--- src/rtl/cu_intr_seq.sv ---
// RAT CPU instruction sequencer (INIT/FETCH/EXEC/INTR) with a prioritised,
// maskable multi-channel interrupt front end and its control strobes.
module cu_intr_seq #(
    parameter int          NUM_IRQ   = 4,
    parameter int          PC_W      = 10,
    parameter int unsigned VEC_BASE  = 32'h0000_03FF,
    parameter int          EDGE_MODE = 1,
    localparam int         IW        = (NUM_IRQ > 1) ? $clog2(NUM_IRQ) : 1
) (
    input  logic               clk,
    input  logic               reset,
    input  logic [NUM_IRQ-1:0] irq_in,
    input  logic               irq_en_we,
    input  logic [NUM_IRQ-1:0] irq_en_wdata,
    input  logic               exec_sei,
    input  logic               exec_cli,
    input  logic               exec_retid,
    input  logic               exec_retie,
    output logic               rst_out,
    output logic               exec_en,
    output logic               pc_inc,
    output logic               pc_ld,
    output logic [1:0]         pc_mux_sel,
    output logic               sp_incr,
    output logic               sp_decr,
    output logic               scr_we,
    output logic               scr_data_sel,
    output logic [1:0]         scr_addr_sel,
    output logic               flg_shad_ld,
    output logic               flg_ld_sel,
    output logic               flg_c_ld,
    output logic               flg_z_ld,
    output logic               ie,
    output logic [NUM_IRQ-1:0] irq_pending,
    output logic [NUM_IRQ-1:0] irq_ack,
    output logic [IW-1:0]      irq_id,
    output logic [PC_W-1:0]    irq_vector
);

    typedef enum logic [1:0] {
        S_INIT  = 2'd0,
        S_FETCH = 2'd1,
        S_EXEC  = 2'd2,
        S_INTR  = 2'd3
    } state_t;

    state_t              state_q;
    logic                rst_out_q;
    logic                pc_inc_q;
    logic                exec_en_q;
    logic                intr_q;
    logic                ie_q;
    logic [NUM_IRQ-1:0]  irq_en_q;
    logic [NUM_IRQ-1:0]  ack_q;
    logic [NUM_IRQ-1:0]  ack_d;
    logic [IW-1:0]       irq_id_q;
    logic [PC_W-1:0]     irq_vector_q;
    logic [NUM_IRQ-1:0]  pend_s;
    logic [NUM_IRQ-1:0]  req_s;
    logic [IW-1:0]       sel_s;
    logic [PC_W-1:0]     base_s;
    logic [PC_W-1:0]     vec_s;
    logic                ie_next_s;
    logic                take_s;
    logic                ret_s;

    // Channel enable register, writable in every state
    always_ff @(posedge clk) begin
        if (!reset) begin
            irq_en_q <= '0;
        end else if (irq_en_we) begin
            irq_en_q <= irq_en_wdata;
        end else begin
            irq_en_q <= irq_en_q;
        end
    end

    generate
        if (EDGE_MODE != 0) begin : g_edge
            logic [NUM_IRQ-1:0] irq_in_q;
            logic [NUM_IRQ-1:0] pend_q;

            // Rising-edge capture; a new edge wins over the service clear
            always_ff @(posedge clk) begin
                if (!reset) begin
                    irq_in_q <= '0;
                    pend_q   <= '0;
                end else begin
                    irq_in_q <= irq_in;
                    pend_q   <= (pend_q & ~(intr_q ? ack_q : {NUM_IRQ{1'b0}}))
                              | (irq_in & ~irq_in_q);
                end
            end
            assign pend_s = pend_q;
        end else begin : g_level
            assign pend_s = irq_in;
        end
    endgenerate

    // Global enable after this EXEC, then lowest enabled pending channel
    always_comb begin
        ie_next_s = ie_q;
        if (exec_sei || exec_retie) begin
            ie_next_s = 1'b1;
        end else if (exec_cli || exec_retid) begin
            ie_next_s = 1'b0;
        end else begin
            ie_next_s = ie_q;
        end
        req_s = pend_s & irq_en_q;
        sel_s = '0;
        for (int i = NUM_IRQ - 1; i >= 0; i--) begin
            if (req_s[i]) begin
                sel_s = IW'(i);
            end else begin
                sel_s = sel_s;
            end
        end
        ack_d = '0;
        for (int i = 0; i < NUM_IRQ; i++) begin
            ack_d[i] = (sel_s == IW'(i));
        end
        base_s = PC_W'(VEC_BASE);
        vec_s  = base_s - PC_W'(sel_s);
        take_s = (state_q == S_EXEC) && ie_next_s && (|req_s);
    end

    // Sequencer FSM with state-decoded strobes registered alongside the state
    always_ff @(posedge clk) begin
        if (!reset) begin
            state_q      <= S_INIT;
            rst_out_q    <= 1'b1;
            pc_inc_q     <= 1'b0;
            exec_en_q    <= 1'b0;
            intr_q       <= 1'b0;
            ie_q         <= 1'b0;
            ack_q        <= '0;
            irq_id_q     <= '0;
            irq_vector_q <= '0;
        end else begin
            rst_out_q <= 1'b0;
            pc_inc_q  <= 1'b0;
            exec_en_q <= 1'b0;
            intr_q    <= 1'b0;
            ack_q     <= '0;
            case (state_q)
                S_INIT: begin
                    state_q  <= S_FETCH;
                    pc_inc_q <= 1'b1;
                end
                S_FETCH: begin
                    state_q   <= S_EXEC;
                    exec_en_q <= 1'b1;
                end
                S_EXEC: begin
                    if (take_s) begin
                        state_q      <= S_INTR;
                        intr_q       <= 1'b1;
                        ie_q         <= 1'b0;
                        ack_q        <= ack_d;
                        irq_id_q     <= sel_s;
                        irq_vector_q <= vec_s;
                    end else begin
                        state_q  <= S_FETCH;
                        pc_inc_q <= 1'b1;
                        ie_q     <= ie_next_s;
                    end
                end
                S_INTR: begin
                    state_q  <= S_FETCH;
                    pc_inc_q <= 1'b1;
                    ie_q     <= 1'b0;
                end
                default: begin
                    state_q   <= S_INIT;
                    rst_out_q <= 1'b1;
                    ie_q      <= 1'b0;
                end
            endcase
        end
    end

    // Return strobes follow the decoder flags within the EXEC cycle
    assign ret_s        = exec_en_q & (exec_retid | exec_retie);

    assign rst_out      = rst_out_q;
    assign exec_en      = exec_en_q;
    assign pc_inc       = pc_inc_q;
    assign pc_ld        = intr_q | ret_s;
    assign pc_mux_sel   = intr_q ? 2'd2 : (ret_s ? 2'd1 : 2'd0);
    assign sp_incr      = ret_s;
    assign sp_decr      = intr_q;
    assign scr_we       = intr_q;
    assign scr_data_sel = intr_q;
    assign scr_addr_sel = intr_q ? 2'd3 : (ret_s ? 2'd2 : 2'd0);
    assign flg_shad_ld  = intr_q;
    assign flg_ld_sel   = ret_s;
    assign flg_c_ld     = ret_s;
    assign flg_z_ld     = ret_s;
    assign ie           = ie_q;
    assign irq_pending  = pend_s;
    assign irq_ack      = ack_q;
    assign irq_id       = irq_id_q;
    assign irq_vector   = irq_vector_q;

endmodule

--- config.mk ---
export PLATFORM = sky130hd
export DESIGN_NAME = cu_intr_seq
export DESIGN_NICKNAME = d
export VERILOG_FILES = /design/src/rtl/cu_intr_seq.sv
export SDC_FILE = /design/constraint.sdc
export NUM_CORES = 1
export LEC_CHECK = 0
export ABC_AREA = 0
export CORE_ASPECT_RATIO = 1.75
export CORE_MARGIN = 2
export CORE_UTILIZATION = 43
export DETAILED_ROUTE_END_ITERATION = 8
export PLACE_DENSITY = 0.89
export SLEW_MARGIN = 20
export SYNTH_ARGS = -nofsm -noshare
export SYNTH_HDL_FRONTEND = slang
export SYNTH_SLANG_ARGS = --single-unit
--- constraint.sdc ---
create_clock -name clk -period 3.2 [get_ports clk]
set_input_delay 0.96 -clock clk [delete_from_list [all_inputs] [get_ports clk]]
set_output_delay 0.96 -clock clk [all_outputs]
set_load 0.01 [all_outputs]
==> summary.md <==
| Metric | Value |
|---|---|
| Setup Skew | 0.005568 ns |
| TritonCTS Buffers | 3 |
| Slowest CP cell | clkdlybuf4s50_1 |
| Final cell count without fillers | 186 |
| Max-cap violations | 0 |
| Vias post-DR | 947 |
| Area grow syn2layout | 45.31% |
| Gr usage total | 17.97% |
| Placed Area | 1565 um^2 |
| Slowest stage delay, CP | 0.44 ns |
| CP Cell Sequence | clkdlybuf4s50_1, o21ai_2, buf_4, nor2_1, dlymetal6s2s_1 |
| IO buf count | 51 |
| # clock sinks | 28 |
| Status | finished, final reports clean |
| Seq/Total Area, Yosys | 48.91% |
| # nets final | 179 |
| Clock Path Buffers | 2 |
| Setup TNS | 0 ns |
| CP Launch Type | input port |
| Final worst slack | 0.2917 ns |
| Multiplexer share of the synthesized area | 3.493% |
| FP Rows | 24 |
| Main combinational cell family by area after synthesis | simple AND/OR/NAND/NOR gates |
| Vias in the first global route | 958 |
| CTS Hold Bufs | 0 |
| Peak Freq | 343.8 MHz |
| RSZ-0062 raised after global routing | false |
| Commonest non-fill, non-tap cell in the layout | clkdlybuf4s50_1 |
| Wire length per cell | 13.54 um |
| Initial antenna violation count | 0 |
| Maximum vdd drop | 0.3324 mV |
| Slew @ Worst Pin | 0.6893 ns |
| Post-DR vias/cell | 5.091 |
| Die height | 72.30 um |
| DP HPWL | 1948 um |
| Synth Area per Inst | 9.394 um^2 |
| DR iter-0 viols | 6 |
| GP Congestion | 0.7250 |
| Period utilisation layout | 90.88% |
| Buffers & Inverters on Critical Path | 3 |
| 1st-pass router iterations | 4 |
| Power after layout | 0.7886 mW |
| Fin crit period | 2.908 ns |
| Layout Utilization | 66.02% |
| Die width | 43.03 um |
| Critical Path RT | 2.24 ns |
| Setup violation total in the final timing report | 0 |
| Yosys reg bits | 28 |
| Rel. slew slack | 54.05% |
| Count of pins over their slew limit | 0 |
| Largest net degree at the start of global routing | 17 |
| # diodes | 0 |
| Xor and xnor fraction of the mapped netlist area | 0% |
| Die area | 3110 um^2 |
| Gr ovfl total | 0 |
| CTS tree | yes |
| Leak | 0.7950 nW |
| Hold crit path type | register to register |
| Setup crit end kind | output port |
| Final-report hold violation count | 0 |
| I/O Pins | 52 |
| # DRC | 0 |
| Initial Util | 45.44% |
| Adder-cell share of the synthesized area | 3.275% |
| Fraction of layout cells with a size suffix above 1 | 6.250% |
| Synth unique cells | 26 |
| Min Hold Slack | 0.4906 ns |
| Cell Pwr Density | 473.5 nW/um^2 |
| Synth Area in Compound Gates | 10.70% |
| Global-route wire length before repair | 4236 um |
| CTS root buffer | clkbuf_8 |
| Clock transition at path regs | 0.09 ns |
| Cell area after layout | 1665 um^2 |
| Dpl ws | -0.1100 ns |
| Syn Inst Count | 122 |
| Worst-Skew Late Latency | 0.28 ns |
| CP top delay family | buffers and inverters |
| Arr. time, crit path | 1.95 ns |
| Crit-path max FO | 3 |
| Synth warn | 0 |
| Core region area | 2522 um^2 |
| Most frequent cells in the layout | clkdlybuf4s50_1, dfxtp_1, nor2_1 |
| Post-DRT Antenna Nets | 0 |
| CTS H-Tree Depth | 1 |
| Routed WL | 2519 um |
| CP Class | input port to output port |
| Syn Std Cell Area | 1146 um^2 |
| Cell count after placement | 181 |
| Synth Area in Simple Gates | 20.52% |
| Synthesized Nets | 140 |
-- power by group --
group | leakage [nW] | switching [mW] | total, mW | internal, mW
clock | 0.0357 | 0.106 | 0.273 | 0.168
sequential | 0.230 | 0.0162 | 0.385 | 0.369
combinational | 0.529 | 0.0560 | 0.130 | 0.0741
-- cells in the mapped netlist, drive strengths merged --
| cell | number | area, um^2 |
|---|---|---|
| a21oi | 7 | 35.03 |
| a221oi | 1 | 26.28 |
| a222oi | 1 | 10.01 |
| a32o | 1 | 10.01 |
| a32oi | 1 | 8.760 |
| and2 | 6 | 40.04 |
| and3b | 1 | 8.760 |
| buf | 18 | 127.6 |
| clkbuf | 1 | 3.750 |
| dfxtp | 28 | 560.5 |
| ha | 3 | 37.54 |
| inv | 5 | 18.77 |
| mux2i | 4 | 40.04 |
| nand2 | 11 | 41.29 |
| nand2b | 3 | 18.77 |
| nand3 | 1 | 5.000 |
| nor2 | 18 | 67.56 |
| nor2b | 4 | 25.02 |
| nor3 | 2 | 10.01 |
| nor3b | 1 | 7.510 |
| o211a | 2 | 20.02 |
| o21a | 1 | 7.510 |
| o21ai | 1 | 5.000 |
| or3b | 1 | 11.26 |
-- final timing paths --
check                  from       endpoint  slack (ns)  depth (start not counted)
max              exec_retie  pc_mux_sel[0]        0.29                          5
min           irq_vector[1]  irq_vector[1]        0.49                          2
max reg2reg  irq_pending[0]     irq_ack[1]        1.50                          4
min reg2reg   irq_vector[1]  irq_vector[1]        0.49                          2
-- state kept, by name, summed over array words and instances, names as in the netlist --
register         flops
irq_id               2
pc_inc               1
flg_shad_ld          1
exec_en              1
ie                   1
irq_ack              4
irq_en_q             4
rst_out              1
state_q              2
g_edge.irq_in_q      4
irq_vector           3
irq_pending          4
-- tightest hold or removal path: stages, from the launching register on --
cell,delay (ns)
dfxtp_1,0.33
nand2b_1,0.06
a21oi_1,0.06
-- logic make-up after synthesis --
kind of cell	Yosys count
compound gates	15
fa+ha+maj	3
buf+inv	24
flops	28
mux	4
simple gates	48
-- what timing repair did --
item	CTS	global route
setup endpoints to repair	7	7
buffers inserted	0	1
pin swaps	0	1
resized for setup	2	7
-- final cells by class --
type                            count  area [um^2]
Tap cell                           26        32.53
Inverter                            5        18.77
Fill cell                         196        857.1
Multi-Input combinational cell     70        439.2
Clock buffer                        3        41.29
Sequential cell                    28        560.5
Timing Repair Buffer               53        543.0
Clock inverter                      1        30.03
-- layer usage --
layer  part of all wire, %  vias up  GRT usage, %
met2                    53       45         32.32
li1                      -      461             -
met4                   2.9        0         11.11
met5                     0        -             0
met1                    37      436         18.95
met3                   7.3        5         2.736
No activity file was read; power rests on OpenSTA's default activity.
